==> src/rtl/timer_pkg.sv <==
// Shared types and limits for the programmable interval timer bank.
package timer_pkg;

  typedef enum logic {T_IDLE, T_RUN} tstate_t;
  typedef enum logic {M_PERIODIC, M_ONESHOT} tmode_t;

  localparam int NCH_MAX = 16;

endpackage

==> src/rtl/timer_channel.sv <==
// One interval timer: start/stop FSM, tick-gated counter, latched terminal/mode
// and a sticky expiry flag.
module timer_channel
  import timer_pkg::*;
#(
  parameter int WIDTH = 32
) (
  input  logic             clk,
  input  logic             reset,
  input  logic             tick_en,
  input  logic             start,
  input  logic             stop,
  input  logic             mode,
  input  logic [WIDTH-1:0] term,
  input  logic             irq_clr,
  output logic [WIDTH-1:0] count,
  output logic             running,
  output logic             expired,
  output logic             irq_pend
);

  tstate_t          state;
  tmode_t           mode_q;
  logic [WIDTH-1:0] term_q;
  logic             hit;

  // A terminal hit only counts when no start/stop is competing for the same edge.
  assign hit     = (state == T_RUN) && tick_en && (count == term_q) && !start && !stop;
  assign running = (state == T_RUN);

  always_ff @(posedge clk) begin
    if (reset) begin
      state   <= T_IDLE;
      mode_q  <= M_PERIODIC;
      term_q  <= '0;
      count   <= '0;
      expired <= 1'b0;
    end else begin
      expired <= 1'b0;
      if (stop) begin
        state <= T_IDLE;
        count <= '0;
      end else if (start) begin
        term_q <= term;
        mode_q <= tmode_t'(mode);
        count  <= '0;
        state  <= T_RUN;
      end else if (hit) begin
        count   <= '0;
        expired <= 1'b1;
        if (mode_q == M_ONESHOT) state <= T_IDLE;
      end else if (state == T_RUN && tick_en) begin
        count <= count + WIDTH'(1);
      end
    end
  end

  // Setting the pending flag takes priority over a simultaneous clear.
  always_ff @(posedge clk) begin
    if (reset)        irq_pend <= 1'b0;
    else if (hit)     irq_pend <= 1'b1;
    else if (irq_clr) irq_pend <= 1'b0;
  end

endmodule

==> src/rtl/timer_bank.sv <==
// Bank of NCH independent interval timers sharing one prescaler strobe;
// unpacks per-channel controls, packs results and forms the combined irq.
module timer_bank
  import timer_pkg::*;
#(
  parameter int NCH   = 4,
  parameter int WIDTH = 32
) (
  input  logic                 clk,
  input  logic                 reset,
  input  logic                 tick_en,
  input  logic [NCH-1:0]       start,
  input  logic [NCH-1:0]       stop,
  input  logic [NCH-1:0]       mode,
  input  logic [NCH*WIDTH-1:0] term,
  input  logic [NCH-1:0]       irq_en,
  input  logic [NCH-1:0]       irq_clr,
  output logic [NCH*WIDTH-1:0] count,
  output logic [NCH-1:0]       running,
  output logic [NCH-1:0]       expired,
  output logic [NCH-1:0]       irq_pend,
  output logic                 irq
);

  for (genvar i = 0; i < NCH; i++) begin : g_ch
    timer_channel #(.WIDTH(WIDTH)) u_ch (
      .clk      (clk),
      .reset    (reset),
      .tick_en  (tick_en),
      .start    (start[i]),
      .stop     (stop[i]),
      .mode     (mode[i]),
      .term     (term[i*WIDTH +: WIDTH]),
      .irq_clr  (irq_clr[i]),
      .count    (count[i*WIDTH +: WIDTH]),
      .running  (running[i]),
      .expired  (expired[i]),
      .irq_pend (irq_pend[i])
    );
  end

  assign irq = |(irq_pend & irq_en);

endmodule

==> config.mk <==
export PLATFORM = sky130hd
export DESIGN_NAME = timer_bank
export DESIGN_NICKNAME = d
export VERILOG_FILES = /design/src/rtl/timer_pkg.sv /design/src/rtl/timer_channel.sv /design/src/rtl/timer_bank.sv
export SDC_FILE = /design/constraint.sdc
export NUM_CORES = 1
export LEC_CHECK = 0
export ABC_CLOCK_PERIOD_IN_PS = 3100
export BUFFER_PORTS_ARGS = -buffer_cell sky130_fd_sc_hd__buf_2
export CAP_MARGIN = 20
export CORE_ASPECT_RATIO = 0.7
export CORE_UTILIZATION = 45
export DETAILED_ROUTE_END_ITERATION = 10
export PLACE_DENSITY = 0.65
export SKIP_CTS_REPAIR_TIMING = 1
export SLEW_MARGIN = 20
export SYNTH_ARGS = -nofsm -noshare
export SYNTH_HDL_FRONTEND = slang
export SYNTH_HIERARCHICAL = 1
export SYNTH_SLANG_ARGS = --single-unit
==> constraint.sdc <==
create_clock -name clk -period 3.1 [get_ports clk]
set_input_delay 0.155 -clock clk [delete_from_list [all_inputs] [get_ports clk]]
set_output_delay 0.155 -clock clk [all_outputs]
set_load 0.02 [all_outputs]
# [Yosys cells after proc, flatten, opt, wreduce, memory -nomap -nowiden]
# Index checks and enable logic that the tools add are counted.
[totals] ff_bits=272 latchBits=0 mem_bits_rw=0 romBits=0 out_inout_bits=141 memories=0
[classes] addsub=4 multipliers=0 div=0 n_lt_le_gt_ge=0 eq_ne=4 shift=0 muxes=24 n_bitwise=5 reduce_logical=57
[op_table] cell="$add A32 B1 Y32 const B" count=4
[op_table] cell="$eq A32 B32 Y1" count=4
[op_table] cell="$mux W1" count=24
[op_table] cell="$reduce_bool A2 Y1" count=12
[op_table] cell="$reduce_or A4 Y1" count=5
[op_table] cell="$logic_and A1 B1 Y1" count=16
[op_table] cell="$reduce_and A2 Y1" count=8
[op_table] cell="$reduce_or A3 Y1" count=4
[op_table] cell="$logic_not A1 Y1" count=8
[op_table] cell="$reduce_or A2 Y1" count=4
[op_table] cell="$and A4 B4 Y4" count=1
[op_table] cell="$not A1 Y1" count=4

# [Longest topological paths before layout]
[logic_depth] depth_word=6 mapped_depth=7 ltp_nobuf=6

# [Hierarchy]
# Netlist, hierarchy kept.
[modules_own_cells] module="timer_channel" n_inst=4 cells_each=394 area_each_um2=3228.1 seq_area_each_um2=1361.3
[modules_own_cells] module="timer_bank" n_inst=1 cells_each=3 area_each_um2=18.8 seq_area_each_um2=0.0

# [Worst setup path before layout]
# Ideal clock, no wire load.
[synth_timing] path_type="register to register" start="register g_ch[0].u_ch.count[8]" end="register g_ch[0].u_ch.count[16]" setup_ns=0.132 arrival_ns=1.909 required_ns=2.968 path_slack_ns=1.059 path_stages_with_launch=8 period_less_slack_ns=2.041 cell_sequence="dfxtp_1 clkbuf_1 xor2_1 nor4_1 nand4_1 nor3_1 clkbuf_1 nor3_1"
[synth_via] elab_chain_len=5 word_cells_on_any_way=6 classes_between="add/sub (1); eq/ne (1); reduce/logical (4)"
[synth_lines] element="start, declared" line="timer_channel.sv:16" source="output logic [WIDTH-1:0] count,"
[synth_lines] element="start signal, assigned" line="timer_channel.sv:53" source="count <= count + WIDTH'(1);"
[synth_lines] element="branches (longest 5 deep; another with $add A32 B1 Y32)"
# Parallel ways; which one is timed is not known.
# A chain may end at the register's enable or synchronous reset.

# [Worst setup path in the final report]
[layout_timing] start="register g_ch[0].u_ch.count[8]" end="register g_ch[0].u_ch.state"
[layout_via] elab_chain_len=6
[layout_lines] element="$eq A32 B32 Y1" line="timer_channel.sv:28" source="assign hit = (state == T_RUN) && tick_en && (count == term_q) && !start && !stop;"
[layout_lines] element="$logic_and A1 B1 Y1 (3 in a row)" line="timer_channel.sv:28"
[layout_lines] element="$reduce_bool A2 Y1 (no line)"
[layout_lines] element="$reduce_and A2 Y1 (no line)"
[layout_lines] element="end signal, assigned" line="timer_channel.sv:33" source="state <= T_IDLE;"
[layout_lines] element="end signal, assigned" line="timer_channel.sv:41" source="state <= T_IDLE;"
[layout_lines] element="end signal, assigned" line="timer_channel.sv:47" source="state <= T_RUN;"
[layout_lines] element="end, declared" line="timer_channel.sv:22" source="tstate_t state;"
# No other way between the ends.

==> results.md <==
* Initial drt markers at about 850
* Critical path's slowest cell: dlygate4sd3_1
* FILL cells at between 2k and 2.5k
* Clk pin slew, worst setup/hold paths at 0.06 ns
* Clock power share at 0.440
* Vias in the first global route at between 10k and 15k
* Place WS at roughly 0.91 ns
* Crit Path Max Fanout at 8
* Synthesis-to-layout area growth at 31.5%
* DIE HEIGHT at approximately 140 um
* CTS Buf Count at 27
* Clock Sinks at approximately 270
* Row count at a little over 50
* Sw power at ~1.8 mW
* Post-synthesis cell type count at 31
* Post-synthesis net count at about 1.7k
* Critical Path Start Type: register
* Sequential power share at 0.472
* Combinational power share at 0.089
* Via density at ~5.4
* WL final at between 40000 and 50000 um
* Final slew viol count at 0
* Initial antenna violation count at 1
* #FFs+latches synth at 272
* Detailed-route via count at between 10k and 15k
* Footprint of the multi-input gates at approximately 7100 um^2
* Final hold vios at 0
* Gpl congestion at approximately 0.89
* Maxcap violations at 0
* Outcome: finished, final reports clean
* Total track usage at 0.260
* CP top delay family: simple AND/OR/NAND/NOR gates
* Setup Crit Path Kind: register to register
* Post-route ant nets at 0
* Share of layout cells above drive strength 1 at 0.201
* Final Setup Violations at 0
* Most used flip-flop cell after synthesis: dfxtp_1
* CP cell instances: xor2_1 -> nor4_1 -> nand4_1 -> nor4_1 -> nor4_1 -> dlygate4sd3_1
* Largest net degree at the start of global routing at 73
* Clk_skew at around 0.011 ns
* Root Buffer: clkbuf_16
* H-tree depth at 1
* Clk buf depth at 3
* # IOs at ~300
* # nets final at 2114
* HP Class: input port to register
* Minimum clock period at roughly 2.5 ns
* Sw Ratio at 0.234
* First-pass GRT wire length at roughly 60000 um
* Worst Setup End Kind: register
* FMAX at 0.404 GHz
* Initial core utilization at 0.462
* Unrepaired setup endpoints after global routing: no
* CP max stage delay at 0.57 ns
* Buf/Inv on CP at 1
* Worst setup margin at about 0.63 ns
* # port buffers at slightly below 300
* Leak pwr at between 7 and 8 nW
* Required time worst endpoint at around 3.5 ns
* Crit path DAT at slightly below 3 ns
* Mean area per synthesized cell at 8.19 um^2
* Die area at between 20000 and 30000 um^2
* Tcrit/Tclk final at 0.798
* Sum of negative setup slack at 0 ns
* PD cells at 455 nW/um^2
* Internal power at 5.92 mW
* EDFF count, synth at 0
* Synth warnings at 6
* Overflow after GRT at 0
* Cell area after synthesis at approximately 13000 um^2
* Sequential share of the synthesized area at 0.421
* Clk Latency, worst-skew pair at ~0.54 ns
* First drt pass iteration count at 5
* Hpwl dp at slightly below 30000 um
* Worst-margin pin slew at 1.10 ns
* CTS tree: done
* DR DRC count at 0
* Total Power at 7.74 mW
* Maximum VDD drop at approximately 0.00037 V
* Cells after Synth at about 1.6k
* FF/Latch Area at 5450 um^2
* Max_slew headroom at 0.268
* DR WL/cell at roughly 18 um
* Most common cell on crit path: nor4_1
* Core area at between 20000 and 30000 um^2
* Die Span X at about 200 um
* Asr flop ratio synth at 0
cells in the final DEF (no fill, tap or decap), drive strengths merged, types with 5 or more instances in the layout:
master / count
nand2: 333
buf: 315
dfxtp: 272
xor2: 152
dlygate4sd3: 144
a21oi: 136
nor3: 136
nor4: 92
xnor2: 84
nor2: 64
nand3: 48
nand4: 40
clkbuf: 38
mux2i: 20
and4: 16
and3: 16
or4: 12
inv: 9
and2: 8
nand2b: 8
clkinv: 5
cell usage after synthesis, types with 12 or more instances:
cell / number / share of area
xor2_1: 152 / 0.10
buf_2: 16 / 0.0062
dfxtp_1: 272 / 0.42
or4_1: 12 / 0.0070
and3_1: 16 / 0.0077
nor2_1: 64 / 0.019
nor4_2: 16 / 0.015
mux2i_1: 20 / 0.015
nor3_1: 124 / 0.048
xnor2_1: 84 / 0.057
nand2_1: 333 / 0.097
nand4_1: 36 / 0.017
nand3_1: 48 / 0.019
and4_1: 16 / 0.011
clkbuf_1: 88 / 0.026
nor4_1: 76 / 0.037
a21oi_1: 136 / 0.053
area by class of cell:
class,count,area share
clock inverters,9,0.00729
diodes,1,0.000147
clock buffers,38,0.0463
flip-flops and latches,272,0.320
multi-input cells,1191,0.416
well taps,371,0.0273
repair buffers,459,0.181
inverters,8,0.00177
power groups by stage:
stage	Sequential (mW)	Combinational, mW	Clock, mW
after global placement	3.73	0.527	0
after CTS	3.65	0.532	3.47
after detailed placement	3.73	0.530	0
final	3.65	0.685	3.40
after global routing	3.66	0.755	3.63
after floorplan	3.70	0.328	0
path summary, 6_finish.rpt:
check / from / end / slack, ns / cells after the start
worst max-delay path: g_ch[0].u_ch/count[8]$_SDFFE_PP0P_ / g_ch[0].u_ch/running$_SDFFE_PP0P_ / 0.63 / 6
worst min-delay path: reset / g_ch[1].u_ch/term_q[11]$_SDFFE_PP0P_ / 0.04 / 2
worst max register to register: g_ch[0].u_ch/count[8]$_SDFFE_PP0P_ / g_ch[0].u_ch/running$_SDFFE_PP0P_ / 0.63 / 6
worst min register to register: g_ch[3].u_ch/term_q[21]$_SDFFE_PP0P_ / g_ch[3].u_ch/term_q[21]$_SDFFE_PP0P_ / 0.47 / 2
state kept, by name, summed over array words and instances (netlist names):
signal / count
g_ch.u_ch/count: 128
g_ch.u_ch/term_q: 128
g_ch.u_ch/irq_pend: 4
g_ch.u_ch/mode_q: 4
g_ch.u_ch/expired: 4
g_ch.u_ch/running: 4
worst register-to-register path: cells and delay by family, from the launching register on:
kind	cells	cell delay [ns]
DFF	1	0.55
and+or+nand+nor	4	1.08
buffers and inverters	1	0.57
xor gates and xnor gates	1	0.17
kinds of logic (layout without fill, tap and decap cells):
logic type	after synthesis	in the layout	synth area share
AND/OR/NAND/NOR	785	785	0.307
buffers and inverters	116	514	0.0352
multiplexers	20	20	0.0155
flip-flops	272	272	0.421
XOR/XNOR	236	236	0.160
other	0	1	0
adder cells (fa/ha/maj)	4	4	0.00387
AO/OA/AOI/OAI	146	146	0.0573
metrics by stage:
stage                     utilization  cell area [um^2]  instances  hold WS, ns
after floorplan                     -             12900       1579        0.233
after global placement          0.523             14600       2157        0.374
after detailed placement        0.523             14600       2157        0.378
after CTS                       0.555             15500       2204       -0.202
after global routing            0.607             17000       2349       0.0365
final                           0.607             17000       2349       0.0415
per-layer routing:
layer	wire length, um	vias to the layer above	track usage
met5	0	-	0
met4	1060	0	0.0703
met3	2850	81	0.0444
met2	17800	459	0.368
met1	19800	5863	0.397
li1	-	6186	-
(Power assumes the default switching activity.)
